`src/rtl/seg7_pkg.sv`:
```
// Shared constants and helpers for the 7-segment display path.
// Segment patterns are active-low in {g,f,e,d,c,b,a} order.
package seg7_pkg;

    localparam logic [6:0] SEG_OFF = 7'h7F;
    localparam logic [3:0] AN_OFF  = 4'hF;

    localparam logic [6:0] HEX_SEG [16] = '{
        7'h40, 7'h79, 7'h24, 7'h30,
        7'h19, 7'h12, 7'h02, 7'h78,
        7'h00, 7'h10, 7'h08, 7'h03,
        7'h46, 7'h21, 7'h06, 7'h0E
    };

    // Contents of one displayed frame: four hex nibbles plus per-digit dp.
    typedef struct packed {
        logic [15:0] value;
        logic [3:0]  dp;
    } disp_data_t;

    localparam disp_data_t DISP_RESET = '{value: 16'h0000, dp: 4'h0};

    // Bit i set when digit i is a leading zero (nibbles i..3 all zero).
    // Digit 0 is never flagged so a zero value still shows one digit.
    function automatic logic [3:0] lead_zero_mask(input logic [15:0] v);
        logic [3:0] mask;
        mask = 4'b0000;
        for (int i = 1; i < 4; i++) begin
            mask[i] = ((v >> (4 * i)) == 16'h0000);
        end
        return mask;
    endfunction

endpackage

```
`src/rtl/hex_to_seg7.sv`:
```
// Combinational nibble to active-low 7-segment decoder.
module hex_to_seg7
    import seg7_pkg::*;
(
    input  logic [3:0] nibble,
    output logic [6:0] seg
);

    always_comb begin
        seg = HEX_SEG[nibble];
    end

endmodule

```
`src/rtl/seg7_scan_driver.sv`:
```
// Registered anode/segment driver for a 4-digit multiplexed hex display with
// frame-aligned shadow updates, ghost blanking and leading-zero suppression.
module seg7_scan_driver
    import seg7_pkg::*;
#(
    parameter int BLANK_CYCLES = 4,
    parameter int BLANK_W      = 8
) (
    input  logic        clk,
    input  logic        rst_n,
    input  logic [1:0]  digit_sel,
    input  logic [15:0] value,
    input  logic [3:0]  dp_in,
    input  logic        load,
    input  logic        lz_en,
    output logic [3:0]  an,
    output logic [6:0]  seg,
    output logic        dp,
    output logic        frame_sync,
    output logic        updated
);

    localparam logic [BLANK_W-1:0] BLANK_LOAD = BLANK_W'(BLANK_CYCLES);
    localparam logic [BLANK_W-1:0] BLANK_ONE  = BLANK_W'(1);

    logic [1:0]         sel_q, sel_d;
    disp_data_t         pend_q, pend_d;
    logic               pend_valid_q, pend_valid_d;
    disp_data_t         shadow_q, shadow_d;
    logic [BLANK_W-1:0] blank_q, blank_d;
    logic [3:0]         an_q, an_d;
    logic [6:0]         seg_q, seg_d;
    logic               dp_q, dp_d;
    logic               frame_sync_q, frame_sync_d;
    logic               updated_q, updated_d;

    logic               sel_change;
    logic               frame_edge;
    logic               commit;
    logic [3:0]         cur_nibble;
    logic [6:0]         dec_seg;
    logic [3:0]         lz_mask;
    logic               suppress;

    assign sel_change = (digit_sel != sel_q);
    assign frame_edge = (sel_q == 2'd3) && (digit_sel == 2'd0);
    assign commit     = frame_edge && pend_valid_q;

    // Pending/shadow pair: loads land in pending at any time, shadow only
    // moves at a frame edge so a frame never mixes old and new digits.
    always_comb begin
        // NOTE: every always_comb output gets a default first so no path
        // leaves it unassigned, which would otherwise infer a latch.
        sel_d        = digit_sel;
        pend_d       = pend_q;
        pend_valid_d = pend_valid_q;
        shadow_d     = shadow_q;
        frame_sync_d = frame_edge;
        updated_d    = commit;

        if (commit) begin
            shadow_d     = pend_q;
            pend_valid_d = 1'b0;
        end
        if (load) begin
            pend_d       = '{value: value, dp: dp_in};
            pend_valid_d = 1'b1;
        end
    end

    always_comb begin
        blank_d = blank_q;
        if (sel_change) begin
            blank_d = BLANK_LOAD;
        end else if (blank_q != '0) begin
            blank_d = blank_q - BLANK_ONE;
        end
    end

    // The drive is computed from the values the registers are about to take,
    // so a new frame shows the freshly committed shadow from its first digit.
    assign cur_nibble = shadow_d.value[{sel_d, 2'b00} +: 4];
    assign lz_mask    = lead_zero_mask(shadow_d.value);
    assign suppress   = lz_en && lz_mask[sel_d];

    hex_to_seg7 u_hex_to_seg7 (
        .nibble (cur_nibble),
        .seg    (dec_seg)
    );

    always_comb begin
        an_d  = AN_OFF;
        seg_d = SEG_OFF;
        dp_d  = 1'b1;
        if (blank_d == '0) begin
            an_d  = ~(4'b0001 << sel_d);
            seg_d = suppress ? SEG_OFF : dec_seg;
            dp_d  = ~shadow_d.dp[sel_d];
        end
    end

    always_ff @(posedge clk or negedge rst_n) begin
        if (!rst_n) begin
            sel_q        <= 2'd0;
            pend_q       <= DISP_RESET;
            pend_valid_q <= 1'b0;
            shadow_q     <= DISP_RESET;
            blank_q      <= '0;
            an_q         <= AN_OFF;
            seg_q        <= SEG_OFF;
            dp_q         <= 1'b1;
            frame_sync_q <= 1'b0;
            updated_q    <= 1'b0;
        end else begin
            // NOTE: non-blocking assignments so every flop samples the
            // pre-edge value of the others regardless of statement order.
            sel_q        <= sel_d;
            pend_q       <= pend_d;
            pend_valid_q <= pend_valid_d;
            shadow_q     <= shadow_d;
            blank_q      <= blank_d;
            an_q         <= an_d;
            seg_q        <= seg_d;
            dp_q         <= dp_d;
            frame_sync_q <= frame_sync_d;
            updated_q    <= updated_d;
        end
    end

    assign an         = an_q;
    assign seg        = seg_q;
    assign dp         = dp_q;
    assign frame_sync = frame_sync_q;
    assign updated    = updated_q;

endmodule

```
`config.mk`:
```
export PLATFORM = sky130hd
export DESIGN_NAME = seg7_scan_driver
export DESIGN_NICKNAME = d
export VERILOG_FILES = /design/src/rtl/seg7_pkg.sv /design/src/rtl/hex_to_seg7.sv /design/src/rtl/seg7_scan_driver.sv
export SDC_FILE = /design/constraint.sdc
export NUM_CORES = 1
export LEC_CHECK = 0
export ABC_AREA = 1
export BUFFER_PORTS_ARGS = -buffer_cell sky130_fd_sc_hd__buf_2
export CAP_MARGIN = 15
export CORE_AREA = 2 2 93 95
export DETAILED_ROUTE_END_ITERATION = 7
export DIE_AREA = 0 0 95 97
export GPL_TIMING_DRIVEN = 0
export SETUP_SLACK_MARGIN = 0.15
export SLEW_MARGIN = 15
export SYNTH_ARGS = -nofsm -noshare
export SYNTH_HDL_FRONTEND = slang
export SYNTH_HIERARCHICAL = 1
export SYNTH_SLANG_ARGS = --single-unit
```
`constraint.sdc`:
```
create_clock -name clk -period 2.5 [get_ports clk]
set_input_delay 0.5 -clock clk [delete_from_list [all_inputs] [get_ports clk]]
set_output_delay 0.5 -clock clk [all_outputs]
set_load 0.01 [all_outputs]
```
# Word-level counts from Yosys, hierarchy flattened
# Memories as Yosys holds them, arrays and structs flattened.
# Index checks and enable logic that the tools add are counted.
# totals
regBits	65
mem_bits_ro	112
out_inout_bits	14
mem_count	1
# op_classes
add_sub_neg	1
order_cmp	2
n_eq_ne	2
shift	2
mux	15
bitwise	3
n_reduce_logical	10
# mem_list
name	depth	width	read_ports	rd_ports_with_merged_regs	write_ports	line_no	text
(no name shown)	16	7	1	0	0	hex_to_seg7.sv:10	seg = HEX_SEG[nibble];
# op_table
cell	n
$logic_not A16 Y1	3
$mux W7	4
$mux W20	1
$mux W8	2
$shiftx A16 B5 Y4	1
$logic_not A8 Y1	1
$reduce_bool A8 Y1	1
$sub A8 B1 Y8 const B	1
$ge A5 B5 Y1 const B	1
$mux W1	5
$not A4 Y5	1
$bmux W1 S2	2
$mux W4	1
$not A4 Y4	1
$shl A1 B2 Y4 const A	1
$logic_and A1 B1 Y1	3
$lt A2 B3 Y1 const B	1
$eq A2 B2 Y1 const B	1
$logic_not A2 Y1	1
$ne A2 B2 Y1	1
$reduce_bool A2 Y1	1
$not A1 Y1	1

# Depth between registers and ports, before layout
# Gate-level depths: netlist of the first run.
# depth
word_depth	11
depth_mapped	17
mapped_depth_nobuf	16

# By module
# The synthesis of the first run kept the hierarchy.
# by_module_without_submodules
mod	n_inst	cells_per_inst	area_per_inst_um2
seg7_scan_driver	1	339	2951.6
hex_to_seg7	1	49	274.0

# Worst setup path before layout of the first run
# Ideal clock, no wire load.
# synth_timing
path_type	input to register
from	in digit_sel[0]
to	reg seg_q[3] (netlist: seg[3])
t_arrival_ns	2.297
setup_slack_ns	0.139
path_stages	14
path_buffers	2
cell_sequence	nor2_4 > nand3_4 > buf_6 > buf_6 > nand2_1 > o21ai_0 > o2111ai_1 > inv_1 > ha_1 > nand2_1 > nand3_1 > nand2_1 > inv_1 > nand3_1
# synth_via
elab_chain_cells	11
word_cells_on_any_way	20
# synth_rtl
element	line_no	text
from (decl)	seg7_scan_driver.sv:11	input logic [1:0] digit_sel,
$logic_not A2 Y1	seg7_scan_driver.sv:46	assign frame_edge = (sel_q == 2'd3) && (digit_sel == 2'd0);
$logic_and A1 B1 Y1	seg7_scan_driver.sv:46	
$logic_and A1 B1 Y1	seg7_scan_driver.sv:47	assign commit = frame_edge && pend_valid_q;
$mux W20	seg7_scan_driver.sv:61	if (commit) begin
$shiftx A16 B5 Y4 *	seg7_scan_driver.sv:82	assign cur_nibble = shadow_d.value[{sel_d, 2'b00} +: 4];
named net cur_nibble[0]	seg7_scan_driver.sv:40	logic [3:0] cur_nibble;
$not A4 Y5 (not written as such) *	hex_to_seg7.sv:10	
$mem_v2 Z16 W7 *	--	
$mux W7 (not written as such) * (2 in series)	hex_to_seg7.sv:10	
named net dec_seg[3]	seg7_scan_driver.sv:41	logic [6:0] dec_seg;
$mux W7 *	seg7_scan_driver.sv:97	seg_d = suppress ? SEG_OFF : dec_seg;
$mux W7 *	seg7_scan_driver.sv:95	if (blank_d == '0) begin
named net seg_d[3]	seg7_scan_driver.sv:32	logic [6:0] seg_q, seg_d;
to (signal assigned)	seg7_scan_driver.sv:123	seg_q <= seg_d;
to (decl)	seg7_scan_driver.sv:32	
# Mark *: on every way through the listed nets, which the timed path passes. The rest lies on a longest branch. The select of a mux whose other input is x is not followed.
# A chain may end at the register's enable or synchronous reset.

# Final worst setup path of the first run
# layout_timing
from	reg sel_q[1]
to	reg seg_q[3] (netlist: seg[3])
# layout_via
elab_chain_cells	11
word_cells_on_any_way	20
# layout_rtl
element	line_no	text
from (decl)	seg7_scan_driver.sv:26	logic [1:0] sel_q, sel_d;
from (signal assigned)	seg7_scan_driver.sv:117	sel_q <= sel_d;
$eq A2 B2 Y1	seg7_scan_driver.sv:46	
$logic_and A1 B1 Y1	seg7_scan_driver.sv:46	
$logic_and A1 B1 Y1	seg7_scan_driver.sv:47	
$mux W20	seg7_scan_driver.sv:61	
$shiftx A16 B5 Y4	seg7_scan_driver.sv:82	
named net cur_nibble[0]	seg7_scan_driver.sv:40	
$not A4 Y5 (not written as such)	hex_to_seg7.sv:10	
$mem_v2 Z16 W7	--	
$mux W7 (not written as such) (2 in series)	hex_to_seg7.sv:10	
named net dec_seg[3]	seg7_scan_driver.sv:41	
$mux W7	seg7_scan_driver.sv:97	
$mux W7	seg7_scan_driver.sv:95	
named net seg_d[3]	seg7_scan_driver.sv:32	
# The timed path passes the listed nets, and every way through them passes these cells. The select of a mux whose other input is x is not followed.

==> results of run 1 <==
[registers in the layout (all words and copies together), names as in the netlist]
name          flops
sel_q             2
seg               7
blank_q           8
pend_q           20
an                4
updated           1
shadow_q         20
pend_valid_q      1
dp                1
frame_sync        1
[routing by layer]
metal	GRT usage	wire (um)	share of wire
met5	0	0	0
met4	0.0635	91	0.015
met3	0.0288	198	0.032
met2	0.241	2910	0.46
met1	0.199	3070	0.49
[path summary, 6_finish.rpt]
check / startpoint / end / cells past startpoint
setup / recovery: sel_q[1] / seg[3] / 15
hold / removal: rst_n / pend_q[4] / 1
setup reg to reg: sel_q[1] / seg[3] / 15
hold reg to reg: pend_q[12] / pend_q[12] / 2
max in group asynchronous: rst_n / seg[4] / 2
min in group clk: value[9] / pend_q[13] / 3
[area by class of cell]
class | instances | area, um^2
timing repair buffer | 45 | 255
multi-input combinational | 253 | 1300
fill | 817 | 4310
clock inverter | 3 | 25.0
clock buffer | 13 | 159
inverter | 57 | 214
sequential | 65 | 1640
buffer | 13 | 96.3
tap | 105 | 131
[cells in the mapped netlist, types with 5 or more instances]
cell type,number,area share
nand2_2,13,0.025
dfrtp_1,53,0.41
nand4_1,11,0.021
clkbuf_1,5,0.0058
o21ai_0,17,0.026
inv_1,55,0.064
buf_6,6,0.021
nand2_1,131,0.15
nor2_1,19,0.022
ha_1,8,0.031
nand3_1,26,0.040
dfstp_2,12,0.098
[critical path: stages (launching register included)]
cell and delay [ns]:
dfrtp_1 0.38, nand2_1 0.08, inv_2 0.09, nand3_4 0.09, buf_6 0.15, buf_6 0.14, nand2_1 0.05, o21ai_1 0.08
o2111ai_2 0.29, inv_2 0.12, ha_1 0.33, nand2_1 0.06, nand3_1 0.07, nand2_1 0.07, inv_1 0.03, nand3_1 0.07
[repair_timing]
| action | CTS | global route |
|---|---|---|
| endpoints found under the setup margin | 6 | 7 |
| pin swaps | 2 | 1 |
| buffers inserted | 2 | 3 |
| resized for setup | 1 | 5 |
[logic make-up (layout without fill, tap and decap cells)]
logic type | count (synthesis) | in the layout | share of synthesized area
compound gates | 30 | 30 | 0.0601
xor+xnor | 3 | 3 | 0.00815
fa+ha+maj | 8 | 8 | 0.0310
buf+inv | 70 | 131 | 0.0962
flops | 65 | 65 | 0.509
simple gates | 212 | 212 | 0.296
[through the flow]
stage          cell area [um^2]  total power, uW  instances  TNS (ns)  setup slack (ns)
3_3_place_gp               3560             1990        532     -1.45            -0.266
6_report                   3820             2820        554         0             0.340
4_1_cts                    3790             2840        551         0             0.172
2_1_floorplan              3230             1810        388         0             0.230
5_1_grt                    3820             3030        554         0             0.127
3_5_place_dp               3580             2000        533     -1.76            -0.323
[power by group]
| part | switching, uW | internal, uW |
|---|---|---|
| Combinational | 467 | 280 |
| Clock | 390 | 418 |
| Sequential | 53.8 | 1210 |
[placed cells by master (no fill, tap or decap), types with 2 or more instances in the layout]
| master | count |
|---|---|
| dfrtp_1 | 53 |
| dfstp_2 | 12 |
| buf_4 | 6 |
| o21ai_0 | 16 |
| nand2_1 | 131 |
| ha_1 | 8 |
| or2_0 | 2 |
| o21ai_1 | 4 |
| nand3_4 | 2 |
| nor2_2 | 4 |
| nand3_1 | 26 |
| clkbuf_8 | 11 |
| o21ai_2 | 4 |
| buf_2 | 40 |
| nor2_1 | 19 |
| nand4_1 | 11 |
| buf_6 | 6 |
| nand2_2 | 13 |
| inv_1 | 52 |
| o2111ai_1 | 2 |
| xor2_1 | 3 |
| clkinv_4 | 2 |
| clkbuf_1 | 7 |
| nor2_4 | 2 |
| inv_2 | 5 |
==> results.toml, run 1 <==
[clock_tree]
cts_buffer_depth = 2
cts_root_buf = "clkbuf_8"
cts_tree = "yes"
htreeDepth = 3
cts.sinks = 65
path_clk_slew_ns = 0.07
cts_made_buffers = 9
clk_latency_ns = 0.33
hold_buffers = 0

[sta]
rsz0062_at_grt = "no"
slew_violations = 0
min_period_ns = 2.16
clock_skew_ns = 0.00957
holdWs_ns = 0.0512
worstMarginPinSlew_ns = 0.399
slew_headroom = 0.733
fin_crit_sh = 0.864
finalHoldViolations = 0
final-setup-viol-count = 0
fmax_mhz = 463

[global_route]
grt_usage = 0.151
grt-ovfl-total = 0
grt_antenna_before_repair = 0
grt_max_degree = 44
grt_pass1_vias = 2439
grt_pass1_wl_um = 11000

[setup_path]
r2r_slack_ns = 0.34
crit_fanout = 10
cp.required_ns = 2.78
startpoint_type = "flop"
crit_type = "reg2reg"
worstSetupEndpointType = "flop"
worst-endpoint-arrival_ns = 2.43

[die]
die_width_um = 95
num_rows = 33
dieHeight_um = 97
num_io_pins = 40
die_area_um2 = 9220
coreArea_um2 = 8130
start_util = 0.397

[final_layout]
final_nets = 478
area_growth_pct = 18.4
layout-drive-gt1-share = 0.252
diodes = 0
utilization = 0.470

[synthesis]
syn_avg_cell_area_um2 = 8.31
synthesis.nets = 422
syn_area_um2 = 3230
synthArstFlopShare = 1.00
synth_enable_flop_cells = 0
ys_seq_elements = 65
synth_top_flop_cell = "dfrtp_1"
synth_warnings = 6
synth_seq_area_share = 0.509
synth_cell_types = 26
syn-instance-count = 388

[power_and_ir_drop]
p_per_area_nw_per_um2 = 739
p_leak_uw = 0.00197
ir_drop_uv = 283

[detailed_routing]
drcViolationCount = 0
drt_iter0_markers = 122
avgViaCountPerCell = 4.50
vias = 2492
drt-total-wl_um = 6270
drtPass1Iterations = 4
wl_per_cell_um = 11.3
drtAntennaViolNets = 0

[flow_run]
drv_cap = 0

[hold_path]
hp-class = "in2async"

[placed_design]
hpwl_um = 4720
io_buffer_count = 39
gp_congestion = 0.875

[run_status]
status = "finished, final reports clean"
(Power assumes the default switching activity.)
==> run 2, diff against run 1 <==
--- a/config.mk
+++ b/config.mk
@@ -12,6 +12,7 @@
 export DETAILED_ROUTE_END_ITERATION = 7
 export DIE_AREA = 0 0 95 97
 export GPL_TIMING_DRIVEN = 0
+export PLACE_DENSITY = 0.63
 export SETUP_SLACK_MARGIN = 0.15
 export SLEW_MARGIN = 15
 export SYNTH_ARGS = -nofsm -noshare
==> run 2 against run 1 <==
First-iteration DRC count rose by 2.5%. Sequential power barely moved. Final area rose by 0.98%. Wire length rose by 2.8%.
==> results.toml, run 2 (synthesis gave the netlist of run 1 again) <==
[placed_design]
gp_congestion = 0.822
io_buffer_count = 39
hpwl_um = 4790
post-place-cells = 533
place_area_um2 = 3590

[sta]
fin_crit_sh = 0.852
fmax_mhz = 470
finalHoldViolations = 0
slew_headroom = 0.698
worstMarginPinSlew_ns = 0.451
slew_violations = 0
final-setup-viol-count = 0
clock_skew_ns = 0.0108
min_period_ns = 2.13
rsz0062_at_grt = "no"

[die]
num_io_pins = 40
die_width_um = 95
die_area_um2 = 9220
start_util = 0.397
num_rows = 33
dieHeight_um = 97
coreArea_um2 = 8130

[setup_path]
critPathMaxStageDelay_ns = 0.39
startpoint_type = "flop"
crit_type = "reg2reg"
crit_fanout = 10
critPathBufInv = 7
slowest_stage = "dfrtp_1"
cp_cell_sequence = "nand2_1 > inv_2 > nand3_4 > buf_6 > buf_6 > o21a_1 > inv_1 > nand2_1 > o2111ai_4 > buf_4 > buf_4 > ha_1 > nand3_1 > nand2_1 > inv_1 > nand3_1"
worst-endpoint-arrival_ns = 2.39
worstSetupEndpointType = "flop"
cp_top_family = "buffers and inverters"
cp.required_ns = 2.76
crit_top_cell = "nand2_1"

[final_layout]
diodes = 0
layout-drive-gt1-share = 0.256
multi_input_area_um2 = 1320
mostFrequentLayoutCell = "nand2_1"
regArea_um2 = 1640
layout.cells.non_filler = 554
fin_area_um2 = 3860
utilization = 0.474
reg.largest.list = "pend_q (20), shadow_q (20), blank_q (8)"
nFillCells = 793
area_growth_pct = 19.6
final_cell_mix = "nand2_1, dfrtp_1, inv_1, buf_2, nand3_1"
final_nets = 478

[global_route]
grt_max_degree = 47
grt_pass1_vias = 2453
grt_pass1_wl_um = 11200
grt_antenna_before_repair = 0
grt_usage = 0.155
grt-ovfl-total = 0

[run_status]
status = "finished, final reports clean"

[power_and_ir_drop]
ir_drop_uv = 276
p_leak_uw = 0.00198
p_per_area_nw_per_um2 = 755
p_total_uw = 2910

[clock_tree]
cts_made_buffers = 9
htreeDepth = 3
cts_root_buf = "clkbuf_8"
path_clk_slew_ns = 0.07
cts_buffer_depth = 2
cts.sinks = 65
hold_buffers = 0
cts_tree = "yes"
clk_latency_ns = 0.34

[detailed_routing]
drtPass1Iterations = 4
drtAntennaViolNets = 0
avgViaCountPerCell = 4.53
vias = 2511
drcViolationCount = 0
drt_iter0_markers = 125
wl_per_cell_um = 11.6
drt-total-wl_um = 6450

[flow_run]
drv_cap = 0

[hold_path]
hp-class = "in2async"
==> run 2: cell types whose count changed in the layout (fill, tap and decap cells not counted), sizes merged <==
cell / previous run / this run
bufinv: 0 / 1
clkbuf: 18 / 17
clkinv: 2 / 1
inv: 57 / 58
==> run 2: per-layer routing <==
metal / GRT usage / vias to the layer above / share of wire / routed length [um]
li1: - / 1315 / - / -
met1: 0.208 / 1146 / 0.49 / 3160
met2: 0.245 / 43 / 0.46 / 2980
met3: 0.0436 / 7 / 0.035 / 227
met4: 0.0435 / 0 / 0.014 / 89
met5: 0 / - / 0 / 0
==> run 2: timing repair <==
action | CTS | global route
buffers inserted | 2 | 3
gates cloned | 0 | 0
setup endpoints to repair | 4 | 7
pin swaps | 2 | 1
resized for setup | 1 | 8
==> run 2: final timing paths <==
kind | start | endpoint | slack [ns] | cells past startpoint
setup / recovery | sel_q[1] | seg[4] | 0.37 | 16
hold / removal | rst_n | pend_q[5] | 0.04 | 1
setup reg to reg | sel_q[1] | seg[4] | 0.37 | 16
hold reg to reg | pend_q[10] | pend_q[10] | 0.48 | 2
max in group asynchronous | rst_n | seg[2] | 1.89 | 2
min in group clk | value[1] | pend_q[5] | 0.36 | 3
==> run 2: per-stage QoR <==
step	setup WS, ns	TNS [ns]	hold slack [ns]
floorplan	0.230	0	0.204
global placement	-0.252	-1.34	0.462
detailed placement	-0.283	-1.53	0.408
CTS	0.159	0	0.0401
global route	0.154	0	0.0422
finish	0.371	0	0.0385
==> run 2: cell type report <==
type	instances	area share
tap	105	0.0341
clock inverter	4	0.0133
buffer	13	0.0250
clock buffer	12	0.0376
inverter	57	0.0555
timing repair buffer	45	0.0681
multi-input combinational	253	0.341
sequential	65	0.426
==> run 2: power by group <==
| part | switching, uW | internal (uW) |
|---|---|---|
| clock network | 394 | 490 |
| registers | 58.6 | 1210 |
| logic | 473 | 282 |
==> run 2: worst register-to-register path: stages, from the launching register on <==
cell and delay, ns:
dfrtp_1 0.39, nand2_1 0.10, inv_2 0.06, nand3_4 0.07, buf_6 0.14, buf_6 0.14
o21a_1 0.11, inv_1 0.05, nand2_1 0.09, o2111ai_4 0.15, buf_4 0.17, buf_4 0.13
ha_1 0.21, nand3_1 0.09, nand2_1 0.05, inv_1 0.04, nand3_1 0.07
